[config.mk]
export PLATFORM = sky130hd
export DESIGN_NAME = uart
export DESIGN_NICKNAME = d
export VERILOG_FILES = /design/src/rtl/uart_pkg.sv /design/src/rtl/uart_sync.sv /design/src/rtl/uart.sv
export SDC_FILE = /design/constraint.sdc
export NUM_CORES = 1
export LEC_CHECK = 0
export BUFFER_PORTS_ARGS = -buffer_cell sky130_fd_sc_hd__buf_2
export CAP_MARGIN = 10
export CELL_PAD_IN_SITES_DETAIL_PLACEMENT = 1
export CELL_PAD_IN_SITES_GLOBAL_PLACEMENT = 1
export CORE_MARGIN = 1
export CORE_UTILIZATION = 48
export DETAILED_ROUTE_END_ITERATION = 8
export PLACE_DENSITY = 0.81
export SLEW_MARGIN = 10
export SYNTH_ARGS = -nofsm -noshare
export SYNTH_HDL_FRONTEND = slang
export SYNTH_SLANG_ARGS = --single-unit
[constraint.sdc]
create_clock -name clk -period 5.3 [get_ports clk]
set_input_delay 1.06 -clock clk [delete_from_list [all_inputs] [get_ports clk]]
set_output_delay 1.06 -clock clk [all_outputs]
set_load 0.02 [all_outputs]
[src/rtl/uart_pkg.sv]
// Shared types and constants for the 8N1 serial receiver.
`timescale 1ns/1ps
package uart_pkg;
  typedef enum logic [1:0] {IDLE, START, DATA, STOP} state_t;
  localparam int DATA_BITS = 8;
  localparam logic IDLE_LEVEL = 1'b1;
endpackage

[src/rtl/uart_sync.sv]
// Multi-flop synchroniser for the asynchronous receive line; resets to idle level.
`timescale 1ns/1ps
module uart_sync
  import uart_pkg::*;
#(
  parameter int SYNC_STAGES = 2
) (
  input  logic clk,
  input  logic rst,
  input  logic d,
  output logic q
);
  logic [SYNC_STAGES-1:0] chain;

  always_ff @(posedge clk or negedge rst) begin
    if (!rst) chain <= {SYNC_STAGES{IDLE_LEVEL}};
    else      chain <= {chain[SYNC_STAGES-2:0], d};
  end

  assign q = chain[SYNC_STAGES-1];
endmodule

[src/rtl/uart.sv]
// 8N1 receiver: edge-detected start, mid-bit sampling, byte held on out until next good frame.
`timescale 1ns/1ps
module uart
  import uart_pkg::*;
#(
  parameter int CLKS_PER_BIT = 1,
  parameter int SYNC_STAGES  = 2
) (
  input  logic       clk,
  input  logic       rst,
  input  logic       info,
  output logic [7:0] out
);
  localparam logic [15:0] HALF = 16'((CLKS_PER_BIT - 1) / 2);
  localparam logic [15:0] LAST = 16'(CLKS_PER_BIT - 1);
  localparam logic [2:0]  LAST_BIT = 3'(DATA_BITS - 1);

  logic                 info_s, prev_s;
  state_t               state;
  logic [15:0]          cnt;
  logic [2:0]           bit_idx;
  logic [DATA_BITS-1:0] sr;

  uart_sync #(.SYNC_STAGES(SYNC_STAGES)) u_sync (
    .clk (clk),
    .rst (rst),
    .d   (info),
    .q   (info_s)
  );

  always_ff @(posedge clk or negedge rst) begin
    if (!rst) begin
      prev_s  <= IDLE_LEVEL;
      state   <= IDLE;
      cnt     <= '0;
      bit_idx <= '0;
      sr      <= '0;
      out     <= '0;
    end else begin
      prev_s <= info_s;
      case (state)
        IDLE: begin
          // Only a true high-to-low transition opens a frame.
          if (prev_s && !info_s) begin
            bit_idx <= '0;
            if (HALF == 16'd0) begin
              state <= DATA;
              cnt   <= '0;
            end else begin
              state <= START;
              cnt   <= 16'd1;
            end
          end
        end
        START: begin
          if (cnt != HALF) begin
            cnt <= cnt + 16'd1;
          end else if (!info_s) begin
            state   <= DATA;
            cnt     <= '0;
            bit_idx <= '0;
          end else begin
            state <= IDLE;
            cnt   <= '0;
          end
        end
        DATA: begin
          if (cnt == LAST) begin
            sr[bit_idx] <= info_s;
            cnt         <= '0;
            bit_idx     <= bit_idx + 3'd1;
            if (bit_idx == LAST_BIT) state <= STOP;
          end else begin
            cnt <= cnt + 16'd1;
          end
        end
        STOP: begin
          if (cnt == LAST) begin
            // A low stop bit is a framing error: the byte is dropped.
            if (info_s) out <= sr;
            cnt   <= '0;
            state <= IDLE;
          end else begin
            cnt <= cnt + 16'd1;
          end
        end
        default: begin
          state <= IDLE;
          cnt   <= '0;
        end
      endcase
    end
  end
endmodule

# Word level (Yosys, flattened, before mapping)
# Cells that the tools add are included.
[op_classes] addsub=2 order_cmp=2 eq_ne=10 mux=19 n_reduce_logical=12
[ops] operator="16-bit two-way mux" n=3
[ops] operator="16-bit case mux with 3 select lines" n=1
[ops] operator="16-bit by 1-bit adder with 16-bit output (second input constant)" n=1
[ops] operator="16-bit logical NOT" n=1
[ops] operator="16-bit nonzero test" n=1
[ops] operator="2-bit two-way mux" n=6
[ops] operator="3-bit two-way mux" n=4
[ops] operator="2-bit != test (second input constant)" n=6
[ops] operator="5-bit AND reduction" n=2
[ops] operator="3-bit case mux with 3 select lines" n=1
[ops] operator="8-bit bitwise mux" n=1
[ops] operator="2-bit case mux with 4 select lines" n=1
[ops] operator="2-bit == test (second input constant)" n=2
[ops] operator="3-bit by 4-bit < comparator with 1-bit output (second input constant)" n=1
[ops] operator="3-bit by 1-bit adder with 3-bit output (second input constant)" n=1
[ops] operator="1-bit demux with 3-bit select" n=1
[ops] operator="3-bit == test (second input constant)" n=1
[ops] operator="3-bit by 1-bit greater-or-equal comparator with 1-bit output (second input constant)" n=1
[ops] operator="3-bit AND reduction" n=1
[ops] operator="3-bit nonzero test" n=1
[ops] operator="2-bit by 1-bit == test with 1-bit output (second input constant)" n=1
[ops] operator="1-bit logical AND" n=2
[ops] operator="2-bit logical NOT" n=1
[ops] operator="2-bit AND reduction" n=1
[ops] operator="other kinds (3)" n=3
[word_totals] reg_bits=40 in_bits=3 output_inout_bits=8 wordCells=52

# Logic depth before layout (Yosys ltp)
[logic_depth] ltp_word=5 ltp_mapped=9 depth_no_buf=7

# Modules after synthesis
# Synthesis repeated with hierarchy kept, for this count alone.
[unflattened] cells_unflattened=200 hier_area_um2=2137.0
[by_module_without_submodules] module="uart" instances=1 cells_each=198 area_each_um2=2084.5 seq_area_each_um2=952.2
[by_module_without_submodules] module="uart_sync" instances=1 cells_each=2 area_each_um2=52.6 seq_area_each_um2=52.6

# Worst setup path after synthesis
# OpenSTA, ideal clock, no wires.
[synth_timing] kind="register to register" from="reg cnt[0]" to="reg sr[7]" setup_ns=0.125 t_arrival_ns=1.719 setup_slack_ns=3.456 path_stages_with_launch=9 n_path_buf=1 cell_sequence="dfrtp_1 inv_1 ha_1 nor4b_4 and4_1 buf_6 and3_4 nand3_2 mux2_4"
[synth_via] elab_chain_cells=2
[synth_rtl] item="start: declaration" line_no="uart.sv:20" source="logic [15:0] cnt;"
[synth_rtl] item="start signal: assignment" line_no="uart.sv:57" source="cnt <= cnt + 16'd1;"
[synth_rtl] item="start signal: assignment" line_no="uart.sv:74" source="cnt <= cnt + 16'd1;"
[synth_rtl] item="start signal: assignment" line_no="uart.sv:84" source="cnt <= cnt + 16'd1;"
[synth_rtl] item="16-bit logical NOT" line_no="uart.sv:68" source="if (cnt == LAST) begin"
[synth_rtl] item="2-bit AND reduction (no source line)"
[synth_rtl] item="end signal: indexed assignment" line_no="uart.sv:69" source="sr[bit_idx] <= info_s;"
[synth_rtl] item="end: declaration" line_no="uart.sv:22" source="logic [DATA_BITS-1:0] sr;"
# Every way passes these cells.
# A chain may end at the register's enable or synchronous reset.

# Worst setup path after layout
[layout_timing] from="reg cnt[0]" to="reg cnt[7]"
[layout_via] elab_chain_cells=3 elab_cells_between_ends=6 cone_classes="add/sub: 1; mux: 3; reduce/logical: 2"
[layout_rtl] item="16-bit by 1-bit adder with 16-bit output, or another cell as far along" line_no="uart.sv:57, uart.sv:74, uart.sv:84"
[layout_rtl] item="16-bit two-way mux, on equally long branches" line_no="uart.sv:68, uart.sv:78, uart.sv:56"
[layout_rtl] item="16-bit case mux with 3 select lines (*)" line_no="uart.sv:41" source="case (state)"
# Every way passes the cells marked *; elsewhere a longest branch is shown, timed or not.

==> results_dict.tcl <==
set metrics [dict create \
    status "finished, final reports clean" \
    setup_viol 0 \
    synth_edf_count 0 \
    drt-pass1-iter-count 4 \
    holdCritStartpoint "u_sync.chain[0]" \
    seq_area_sq_mm 0.00100 \
    die_w_um 66.5 \
    slew_viol_final 0 \
    clk_latency_ns 0.30 \
    min_period_ns 2.29 \
    gp_congestion 0.796 \
    cp.arrival_ns 2.51 \
    fin_skew_ns 0.00756 \
    relSlewSlack 0.375 \
    total_power_mw 1.11 \
    vias_per_cell 5.98 \
    fill_cells 440 \
    die_h_um 66.5 \
    drtAntennaViolNets 0 \
    end_kind "flip-flop" \
    hold_class "flip-flop to flip-flop" \
    synth_nets 191 \
    clk_pin_slew_worst_paths_ns 0.08 \
    peakVddDrop_mv 0.168 \
    diodes 0 \
    syn_to_final_growth_pct 11.3 \
    async_flop_share 1.00 \
    drive_gt1_frac 0.236 \
    final_cell_mix "dfrtp_1, nand2_1, mux2_2, nand3_1, nor2_1" \
    fin_crit_sh 0.432 \
    crit_fanout 18 \
    yosysTopAreaCell "dfrtp_1" \
    grt_pass1_wl_um 7870 \
    required_ns 5.52 \
    synth_top_flop_cell "dfrtp_1" \
    cts_resized 0 \
    io-pin-count 11 \
    rsz0062_at_grt "no" \
    multiInputGateArea_sq_um 940 \
    synth-seq-cells 40 \
    h-tree-depth 2 \
    routed_wirelength_um 4520 \
    p_leak_nw 0.973 \
    hold_depth 0 \
    fin_setup_tns_ns 0 \
    r2r-start "cnt[0]" \
    postCtsHoldBufs 0 \
    layout_commonest_cell "dfrtp_1" \
    max_freq_mhz 437 \
    overflow 0 \
    numCtsBuffers 5 \
    powerDensity_mw_per_mm2 498 \
    num_rows 23 \
    grt_max_degree 41 \
    yosysWarnings 0 \
    cap_viol_max_count 0 \
    finalHoldViolCount 0 \
    layout.nets 201 \
    clock-sinks 40 \
    synth_area_per_cell_sq_um 10.9 \
    post_cts_buffers 0 \
    grtUsageTotal 0.246 \
    synth_cell_types 39 \
    portBuffers 10 \
    synth_seq_area_share 0.503 \
    r2r_end "cnt[7]" \
    drc 0 \
    netlist_top_cells_area "dfrtp_1, mux2_2, dfstp_2" \
    cts_max_path_buffers 2 \
    min_to "u_sync.chain[1]" \
    netlist_area_sq_mm 0.00200 \
    initialDrtViolationCount 56 \
    start_util 0.499 \
    die_area_sq_mm 0.00442 \
    synth_top_area_share 0.464 \
    grt_pass1_vias 1556 \
    worst_r2r_path_depth 7 \
    cp-start-kind "flip-flop" \
    post_drt_wl_per_cell_um 18.4 \
    root_buffer "clkbuf_8" \
    crit_type "flip-flop to flip-flop" \
    hpwl_um 3060 \
    antenna_found_initial 0 \
    worst_pin_slew_ns 0.931 \
    r2r_slack_ns 3.01 \
    cts_tree "built" \
    core-area_sq_mm 0.00400 \
    num_vias 1465 \
    synth_cells 184 \
]
[cells in the mapped netlist, drive strengths merged (3+ instances only)]
cell	count
a21oi	7
a22o	5
a31oi	7
and3	3
buf	3
clkbuf	4
dfrtp	37
dfstp	3
ha	4
mux2	17
nand2	17
nand3	14
nand4	4
nor2	15
nor2b	3
nor3	7
nor4	4
o21ai	9
or3	3
xnor2	4
[per-stage QoR]
stage | utilization | std cells | setup WS [ns] | instance area, sq um | hold WS (ns)
final | 0.556 | 245 | 3.01 | 2220 | 0.357
after global routing | 0.556 | 245 | 2.84 | 2220 | 0.365
after CTS | 0.556 | 245 | 3.00 | 2220 | 0.358
after detailed placement | 0.516 | 237 | 3.06 | 2060 | 0.347
after global placement | 0.516 | 237 | 3.24 | 2060 | 0.346
after floorplan | - | 184 | 3.46 | 2000 | 0.345
[kinds of logic (layout without fill, tap and decap cells)]
kind of cell    count (synthesis)  count (layout)  share of synthesized area
compound gates                 32              32                      0.102
xor+xnor                        5               5                     0.0219
fa+ha+maj                       4               4                     0.0251
buf+inv                         9              20                     0.0263
flops                          40              40                      0.503
mux                            17              17                      0.102
simple gates                   77              77                      0.221
[where the power goes]
part	leakage (nW)	switching [mW]	internal [mW]
Combinational	0.383	0.159	0.147
Clock	0.0784	0.115	0.236
Sequential	0.511	0.0660	0.384
Total	0.973	0.340	0.767
[worst max-delay path: stages (launching register included)]
cell	delay, ns
dfrtp_1	0.40
inv_1	0.10
ha_1	0.21
nor4b_4	0.14
and4_1	0.34
nor2_2	0.57
o21ai_0	0.20
a31oi_1	0.24
[registers in the layout, indices dropped and copies added, names as in the netlist]
signal,count
bit_idx,3
state,2
out,8
prev_s,1
u_sync.chain,2
cnt,16
sr,8
[area by class of cell]
type	count	share of cell area
Sequential cell	40	0.452
Multi-Input combinational cell	135	0.423
Clock inverter	3	0.0405
Clock buffer	5	0.0310
Tap cell	50	0.0281
Timing Repair Buffer	10	0.0225
Inverter	2	0.00338
[worst max path at each step]
stage / startpoint / to / slack (ns) / depth (start not counted)
after floorplan: cnt[0] / sr[7] / 3.46 / 8
after global placement: cnt[0] / cnt[7] / 3.24 / 7
after detailed placement: cnt[0] / cnt[7] / 3.06 / 7
after CTS: cnt[0] / cnt[7] / 3.00 / 7
after global routing: cnt[0] / cnt[7] / 2.84 / 7
final: cnt[0] / cnt[7] / 3.01 / 7
[layer usage]
layer	wire length, um	track usage	vias to the layer above
li1	-	-	687
met1	1980	0.299	755
met2	2360	0.418	15
met3	108	0.0634	8
met4	72	0.0878	0
met5	0	0	-
Power figures use the tool's default switching activity.
